File: src/rtl/npc_lsu_if.sv
// npc_lsu_if: bundles the core-side request/response channel and the
// memory-side bus of the NPC load/store unit.
//   modport slave  - the LSU view (takes requests, drives the memory bus)
//   modport master - the environment view (core plus memory)
// Request : req_valid/req_ready, req_wen, req_size, req_unsigned, req_addr, req_wdata
// Response: resp_valid/resp_ready, resp_rdata, resp_cause
// Memory  : mem_valid/mem_ready, mem_wen, mem_addr, mem_wdata, mem_wmask,
//           mem_rvalid, mem_rdata, mem_err
interface npc_lsu_if #(
    parameter int XLEN = 64
) ();
    localparam int BYTES = XLEN / 8;

    logic              req_valid;
    logic              req_ready;
    logic              req_wen;
    logic [1:0]        req_size;
    logic              req_unsigned;
    logic [XLEN-1:0]   req_addr;
    logic [XLEN-1:0]   req_wdata;
    logic              resp_valid;
    logic              resp_ready;
    logic [XLEN-1:0]   resp_rdata;
    logic [1:0]        resp_cause;
    logic              mem_valid;
    logic              mem_ready;
    logic              mem_wen;
    logic [XLEN-1:0]   mem_addr;
    logic [XLEN-1:0]   mem_wdata;
    logic [BYTES-1:0]  mem_wmask;
    logic              mem_rvalid;
    logic [XLEN-1:0]   mem_rdata;
    logic              mem_err;

    modport slave (
        input  req_valid, req_wen, req_size, req_unsigned, req_addr, req_wdata,
        input  resp_ready, mem_ready, mem_rvalid, mem_rdata, mem_err,
        output req_ready, resp_valid, resp_rdata, resp_cause,
        output mem_valid, mem_wen, mem_addr, mem_wdata, mem_wmask
    );

    modport master (
        output req_valid, req_wen, req_size, req_unsigned, req_addr, req_wdata,
        output resp_ready, mem_ready, mem_rvalid, mem_rdata, mem_err,
        input  req_ready, resp_valid, resp_rdata, resp_cause,
        input  mem_valid, mem_wen, mem_addr, mem_wdata, mem_wmask
    );
endinterface

File: src/rtl/npc_lsu.sv
// npc_lsu: multi-cycle load/store unit for the NPC core.
// Accepts one request at a time (valid/ready), issues one handshaked bus
// transaction, waits for the completion (read data or write ack), then holds
// a response until the core takes it. Handles B/H/W/D widths, byte-lane
// masks, sign/zero extension, bus errors and a watchdog timeout.
// Ports: clk, rst (synchronous, active-high), bus (npc_lsu_if.slave).
// Parameters: XLEN (32 or 64), TIMEOUT_CYC (0 disables the watchdog).
// Build option: NPC_LSU_MISALIGN_TRAP_EN - when defined, misaligned accesses
// complete immediately with cause 1; otherwise the address is aligned down.
// All outputs are registered; each is loaded from the next-state decision.
module npc_lsu #(
    parameter int XLEN        = 64,
    parameter int TIMEOUT_CYC = 1023
) (
    input  logic      clk,
    input  logic      rst,
    npc_lsu_if.slave  bus
);
    localparam int BYTES = XLEN / 8;
    localparam int OFF_W = $clog2(BYTES);
    localparam int WD_W  = (TIMEOUT_CYC > 0) ? $clog2(TIMEOUT_CYC + 1) : 1;
    // Count value in the last allowed REQ/WAIT cycle.
    localparam logic [WD_W-1:0] WD_LAST = WD_W'((TIMEOUT_CYC > 0) ? TIMEOUT_CYC - 1 : 0);

    typedef enum logic [1:0] {IDLE = 2'd0, REQ = 2'd1, WAIT = 2'd2, RESP = 2'd3} state_t;
    state_t state_reg, state_next;

    // Latched request and registered outputs
    logic              wen_reg, uns_reg;
    logic [1:0]        size_reg;
    logic [OFF_W-1:0]  off_reg;
    logic [WD_W-1:0]   wd_cnt_reg;
    logic              req_ready_reg, resp_valid_reg, mem_valid_reg, mem_wen_reg;
    logic [XLEN-1:0]   resp_rdata_reg, mem_addr_reg, mem_wdata_reg;
    logic [1:0]        resp_cause_reg;
    logic [BYTES-1:0]  mem_wmask_reg;

    // Request decode
    logic [OFF_W-1:0]  req_off, size_lsb, eff_off;
    logic              illegal_size, cause1;
    logic              accept, done, timeout_hit;
    int                nbytes;
    logic [BYTES-1:0]  lane_hit;

    // Next values of the response registers and the load extractor
    logic [XLEN-1:0]   resp_rdata_next, ld_shift, ld_keep, ld_data;
    logic [1:0]        resp_cause_next;
    logic              ld_sign;

    assign accept      = (state_reg == IDLE) && bus.req_valid;
    // Completion is only honoured once the request has been (or is being) accepted.
    assign done        = (((state_reg == REQ) && bus.mem_ready) || (state_reg == WAIT)) && bus.mem_rvalid;
    assign timeout_hit = (TIMEOUT_CYC != 0) && ((state_reg == REQ) || (state_reg == WAIT))
                         && (wd_cnt_reg == WD_LAST);

    always_comb begin
        req_off      = bus.req_addr[OFF_W-1:0];
        size_lsb     = OFF_W'((1 << bus.req_size) - 1);
        nbytes       = 1 << bus.req_size;
        illegal_size = (XLEN == 32) && (bus.req_size == 2'd3);
`ifdef NPC_LSU_MISALIGN_TRAP_EN
        cause1  = illegal_size || (|(req_off & size_lsb));
        eff_off = req_off;
`else
        cause1  = illegal_size;
        eff_off = req_off & ~size_lsb;
`endif
    end

    // A lane is written when it falls inside [eff_off, eff_off + n).
    generate
        for (genvar gi = 0; gi < BYTES; gi++) begin : g_lane
            assign lane_hit[gi] = (gi >= int'(eff_off)) && (gi < int'(eff_off) + nbytes);
        end
    endgenerate

    // State register
    always_ff @(posedge clk) begin
        if (rst) state_reg <= IDLE;
        else     state_reg <= state_next;
    end

    // Next-state logic; completion wins over a simultaneous timeout.
    always_comb begin
        state_next = state_reg;
        case (state_reg)
            IDLE: if (bus.req_valid) state_next = cause1 ? RESP : REQ;
            REQ: begin
                if (done || timeout_hit) state_next = RESP;
                else if (bus.mem_ready)  state_next = WAIT;
            end
            WAIT: if (done || timeout_hit) state_next = RESP;
            RESP: if (bus.resp_ready) state_next = IDLE;
            default: state_next = IDLE;
        endcase
    end

    // Output logic: load extraction and response register next values
    always_comb begin
        ld_shift = bus.mem_rdata >> {off_reg, 3'b000};
        ld_keep  = '0;
        case (size_reg)
            2'd0:    begin ld_keep[7:0]  = '1; ld_sign = ld_shift[7];  end
            2'd1:    begin ld_keep[15:0] = '1; ld_sign = ld_shift[15]; end
            2'd2:    begin ld_keep[31:0] = '1; ld_sign = ld_shift[31]; end
            default: begin ld_keep       = '1; ld_sign = ld_shift[XLEN-1]; end
        endcase
        ld_data = (ld_shift & ld_keep) | (~ld_keep & {XLEN{ld_sign & ~uns_reg}});

        resp_rdata_next = resp_rdata_reg;
        resp_cause_next = resp_cause_reg;
        if (accept && cause1) begin
            resp_rdata_next = '0;
            resp_cause_next = 2'd1;
        end else if (done) begin
            resp_rdata_next = (bus.mem_err || wen_reg) ? '0 : ld_data;
            resp_cause_next = bus.mem_err ? 2'd2 : 2'd0;
        end else if (timeout_hit) begin
            resp_rdata_next = '0;
            resp_cause_next = 2'd3;
        end else if ((state_reg == RESP) && bus.resp_ready) begin
            resp_rdata_next = '0;
            resp_cause_next = 2'd0;
        end
    end

    // Datapath and output registers
    always_ff @(posedge clk) begin
        if (rst) begin
            wen_reg        <= 1'b0;
            uns_reg        <= 1'b0;
            size_reg       <= 2'd0;
            off_reg        <= '0;
            wd_cnt_reg     <= '0;
            req_ready_reg  <= 1'b1;
            resp_valid_reg <= 1'b0;
            mem_valid_reg  <= 1'b0;
            mem_wen_reg    <= 1'b0;
            resp_rdata_reg <= '0;
            resp_cause_reg <= 2'd0;
            mem_addr_reg   <= '0;
            mem_wdata_reg  <= '0;
            mem_wmask_reg  <= '0;
        end else begin
            req_ready_reg  <= (state_next == IDLE);
            resp_valid_reg <= (state_next == RESP);
            mem_valid_reg  <= (state_next == REQ);
            resp_rdata_reg <= resp_rdata_next;
            resp_cause_reg <= resp_cause_next;
            if (accept) begin
                wen_reg    <= bus.req_wen;
                uns_reg    <= bus.req_unsigned;
                size_reg   <= bus.req_size;
                off_reg    <= eff_off;
                wd_cnt_reg <= '0;
                // Trapped requests never reach the bus, so leave its fields alone.
                if (!cause1) begin
                    mem_wen_reg   <= bus.req_wen;
                    mem_addr_reg  <= {bus.req_addr[XLEN-1:OFF_W], {OFF_W{1'b0}}};
                    mem_wdata_reg <= bus.req_wdata << {eff_off, 3'b000};
                    mem_wmask_reg <= bus.req_wen ? lane_hit : '0;
                end
            end else if ((state_reg == REQ) || (state_reg == WAIT)) begin
                wd_cnt_reg <= wd_cnt_reg + 1'b1;
            end
        end
    end

    assign bus.req_ready  = req_ready_reg;
    assign bus.resp_valid = resp_valid_reg;
    assign bus.resp_rdata = resp_rdata_reg;
    assign bus.resp_cause = resp_cause_reg;
    assign bus.mem_valid  = mem_valid_reg;
    assign bus.mem_wen    = mem_wen_reg;
    assign bus.mem_addr   = mem_addr_reg;
    assign bus.mem_wdata  = mem_wdata_reg;
    assign bus.mem_wmask  = mem_wmask_reg;
endmodule

File: src/flat_wrapper.sv
// flat-port wrapper written by rule: the top's interface ports become plain ports
module npc_lsu_flat 
#(
    parameter int XLEN        = 64,
    parameter int TIMEOUT_CYC = 1023
)
  (clk, rst, bus_req_valid, bus_req_wen, bus_req_size, bus_req_unsigned, bus_req_addr, bus_req_wdata, bus_resp_ready, bus_mem_ready, bus_mem_rvalid, bus_mem_rdata, bus_mem_err, bus_req_ready, bus_resp_valid, bus_resp_rdata, bus_resp_cause, bus_mem_valid, bus_mem_wen, bus_mem_addr, bus_mem_wdata, bus_mem_wmask);
  npc_lsu_if #(.XLEN(XLEN)) bus_i ();
  input  logic clk;
  input  logic rst;
  input wire logic [$bits(bus_i.req_valid)-1:0] bus_req_valid;
  input wire logic [$bits(bus_i.req_wen)-1:0] bus_req_wen;
  input wire logic [$bits(bus_i.req_size)-1:0] bus_req_size;
  input wire logic [$bits(bus_i.req_unsigned)-1:0] bus_req_unsigned;
  input wire logic [$bits(bus_i.req_addr)-1:0] bus_req_addr;
  input wire logic [$bits(bus_i.req_wdata)-1:0] bus_req_wdata;
  input wire logic [$bits(bus_i.resp_ready)-1:0] bus_resp_ready;
  input wire logic [$bits(bus_i.mem_ready)-1:0] bus_mem_ready;
  input wire logic [$bits(bus_i.mem_rvalid)-1:0] bus_mem_rvalid;
  input wire logic [$bits(bus_i.mem_rdata)-1:0] bus_mem_rdata;
  input wire logic [$bits(bus_i.mem_err)-1:0] bus_mem_err;
  output wire logic [$bits(bus_i.req_ready)-1:0] bus_req_ready;
  output wire logic [$bits(bus_i.resp_valid)-1:0] bus_resp_valid;
  output wire logic [$bits(bus_i.resp_rdata)-1:0] bus_resp_rdata;
  output wire logic [$bits(bus_i.resp_cause)-1:0] bus_resp_cause;
  output wire logic [$bits(bus_i.mem_valid)-1:0] bus_mem_valid;
  output wire logic [$bits(bus_i.mem_wen)-1:0] bus_mem_wen;
  output wire logic [$bits(bus_i.mem_addr)-1:0] bus_mem_addr;
  output wire logic [$bits(bus_i.mem_wdata)-1:0] bus_mem_wdata;
  output wire logic [$bits(bus_i.mem_wmask)-1:0] bus_mem_wmask;
  assign bus_i.req_valid = bus_req_valid;
  assign bus_i.req_wen = bus_req_wen;
  assign bus_i.req_size = bus_req_size;
  assign bus_i.req_unsigned = bus_req_unsigned;
  assign bus_i.req_addr = bus_req_addr;
  assign bus_i.req_wdata = bus_req_wdata;
  assign bus_i.resp_ready = bus_resp_ready;
  assign bus_i.mem_ready = bus_mem_ready;
  assign bus_i.mem_rvalid = bus_mem_rvalid;
  assign bus_i.mem_rdata = bus_mem_rdata;
  assign bus_i.mem_err = bus_mem_err;
  assign bus_req_ready = bus_i.req_ready;
  assign bus_resp_valid = bus_i.resp_valid;
  assign bus_resp_rdata = bus_i.resp_rdata;
  assign bus_resp_cause = bus_i.resp_cause;
  assign bus_mem_valid = bus_i.mem_valid;
  assign bus_mem_wen = bus_i.mem_wen;
  assign bus_mem_addr = bus_i.mem_addr;
  assign bus_mem_wdata = bus_i.mem_wdata;
  assign bus_mem_wmask = bus_i.mem_wmask;
  npc_lsu #(.XLEN(XLEN), .TIMEOUT_CYC(TIMEOUT_CYC)) u_core (.clk(clk), .rst(rst), .bus(bus_i));
endmodule
File: config.mk
export PLATFORM = sky130hd
export DESIGN_NAME = npc_lsu_flat
export DESIGN_NICKNAME = d
export VERILOG_FILES = /design/src/rtl/npc_lsu_if.sv /design/src/rtl/npc_lsu.sv /design/src/flat_wrapper.sv
export SDC_FILE = /design/constraint.sdc
export NUM_CORES = 1
export LEC_CHECK = 0
export BUFFER_PORTS_ARGS = -buffer_cell sky130_fd_sc_hd__buf_2
export CAP_MARGIN = 20
export CORE_AREA = 2 2 157 159
export DETAILED_ROUTE_END_ITERATION = 8
export DIE_AREA = 0 0 159 161
export PLACE_DENSITY = 0.86
export SYNTH_ARGS = -nofsm -noshare
export SYNTH_HDL_FRONTEND = slang
export SYNTH_SLANG_ARGS = --single-unit
File: constraint.sdc
create_clock -name clk -period 4.3 [get_ports clk]
set_input_delay 0.645 -clock clk [delete_from_list [all_inputs] [get_ports clk]]
set_output_delay 0.645 -clock clk [all_outputs]
set_load 0.01 [all_outputs]
==> impl_results.md <==
* Status: complete, no violations
* Synth Cell Area at 0.0111 sq mm
* Leading cell type in the layout, fill and taps excluded: buf_2
* Yosys reg bits at 221
* Post-route setup slack at 1.31 ns
* Routed wire per std cell at 20.6 microns
* Die Ht at 161 microns
* Clock-pin transition on the worst setup and hold timing paths at about 0.060 ns
* Clock buffer count from CTS at 24
* Post-CTS sizing at 0
* Tcrit/Tclk final at 0.695
* RSZ-0062 raised after global routing: false
* Total Die Area at 0.0256 sq mm
* Longest Clk Path Bufs at 3
* Die Width at 159 microns
* Post-CTS setup repair buffer count at 0
* Mean Syn Cell Area at 9.15 sq um
* GRT Util Overall at 0.291
* Worst vdd ir at 0.262 mV
* Hold-fix buffers at CTS at 0
* P&R area growth vs syn at 26.7%
* Rows at 57
* Initial antenna violation count at 2
* Setup TNS at 0 ns
* Final hold viol count at 0
* CP Capture Type: flop
* Residual DRC count at 0
* Worst-Margin Slew at between 1 and 1.5 ns
* Worst reg-to-reg path cell count at 5
* Final setup vio count at 0
* Iteration-0 DRC Markers at approximately 1200
* Overflow after GRT at 0
* Final Skew at between 0.01 and 0.015 ns
* DR vias/cell at 5.92
* Slew Limit Headroom at 0.316
* Synth unique cells at 64
* TritonCTS clock tree: built
* Initial cell density of the core at 0.464
* Vias in the first global route at 10900
* Post-Syn Instances at 1216
* Routed Antenna Nets at 0
* First-pass GRT wire length at 60200 microns
* DP HPWL at 28900 microns
* Ys Warns at 0
* Final WL at just under 40000 microns
* Final Wtd Congestion at ~0.93
* Min-Delay Path Depth at 3
* Max Cap Viol at 0
* DRT Pass-1 Iters at 5
* LEAKAGE at around 6.5 nW
* CP Launch Type: flop
* Max Slew Vio Count at 0
* Fin nets at between 1500 and 2000
* DP Worst Slack at 1.21 ns
* PwrDens at 381 mW/mm^2
* Vias at 11300
* Post-synth EDFFs at 0
* CP Max Fanout at 73
* CP arrival at ~3.4 ns
* Hold Crit Class: in2reg
* Post-synthesis async set-or-reset flop share at 0
* Top_reg_cell synth: dfxtp_1
* Critical Path RT at 4.69 ns
* Clock latency on the worst-skew pair at 0.52 ns
* Share of layout cells above drive strength 1 at 0.358
* CTS root buf: clkbuf_16
* CORE AREA at roughly 0.024 sq mm
* Hold_ws at 0.364 ns
* Crit Path Class: reg2reg
* Sink Count at 221
* Count of input and output buffers at 405
* CTS H-tree depth at 1
* Core Util, Final at 0.588
* Commonest non-fill, non-tap cells in the layout: buf_2, nand2_1, dfxtp_1
* Num ports at 409
* Highest clock rate at roughly 330 MHz
* Share of the yosys chip area belonging to registers at 0.398
* Maximum number of pins on one net before global-route repair at 74
* Fillers at 2089
* Fin crit period at about 3.0 ns
==> cells by family (layout without fill, tap and decap cells) <==
family	Yosys count	in the layout	share of synthesized area
AND/OR/NAND/NOR	420	420	0.161
AO/OA/AOI/OAI	287	287	0.191
flip-flops	221	221	0.398
multiplexers	148	148	0.185
buffers and inverters	120	477	0.0479
XOR/XNOR	11	11	0.00866
adder cells (fa/ha/maj)	8	8	0.00900
other	1	5	0.000337
==> Yosys cell counts (all sizes together) (3+ instances only) <==
cell type  number  area [sq um]
nor2b           3          18.8
o21ai          35           175
clkbuf         68           255
nor3           16          90.1
and2           12          75.1
a222oi          8          80.1
a32o            9          90.1
buf            39           229
mux4           43           968
mux2           29           327
nand3b          6          48.8
inv            12          45.0
a311oi          9          78.8
nor3b           3          27.5
nand2b          3          18.8
mux2i          76           761
xor2            9          78.8
o2bb2ai         9          78.8
a22o           18           158
nand3          14          70.1
nor2           83           312
nand2         261           980
a211o          16           140
ha              8           100
a31oi          19           149
a221o          38           399
a21oi          80           412
a211oi         10          75.1
dfxtp         221          4420
a22oi          16           120
nand4           5          46.3
and3            9          56.3
==> final timing paths <==
check,from,to,slack [ns]
worst min-delay path,bus_req_addr[47],u_core.bus.mem_addr[47],0.36
worst max-delay path,u_core.off_reg[0],u_core.bus.resp_rdata[46],1.31
worst min register to register,u_core.bus.mem_addr[11],u_core.bus.mem_addr[11],0.45
worst max register to register,u_core.off_reg[0],u_core.bus.resp_rdata[46],1.31
==> worst max-delay path, stage by stage (launching register included) <==
cell,delay [ns]
dfxtp_4,1.01
nor2_1,0.40
a32o_1,0.35
o211ai_1,0.26
a31oi_4,0.37
a221o_2,0.43
==> final cells by class <==
cell class	instances	area [sq um]	share of cell area
Multi-Input combinational cell	877	6200	0.440
Inverter	13	48.8	0.00346
Antenna cell	2	5.00	0.000355
Tap cell	324	405	0.0288
Sequential cell	221	4430	0.314
Clock inverter	6	108	0.00763
Timing Repair Buffer	422	2170	0.154
Clock buffer	36	728	0.0517
==> report_power, final <==
part	internal (mW)	leakage (nW)	switching, mW
Sequential	2.16	1.80	0.0833
Combinational	0.387	4.30	0.561
Clock	1.34	0.407	0.834
==> per-layer routing <==
layer | share of wire | wire length [microns] | track usage
met5 | 0 | 0 | 0
met4 | 0.059 | 2310 | 0.146
met3 | 0.11 | 4150 | 0.0639
met2 | 0.47 | 18300 | 0.494
met1 | 0.37 | 14500 | 0.350
==> through the flow <==
step | total power [mW] | area (sq um) | cells
6_report | 5.37 | 14100 | 1901
5_1_grt | 5.54 | 14100 | 1901
4_1_cts | 5.37 | 14100 | 1898
3_5_place_dp | 3.21 | 13200 | 1856
3_3_place_gp | 3.19 | 13200 | 1856
2_1_floorplan | 2.82 | 11100 | 1218
(Power assumes the default switching activity.)
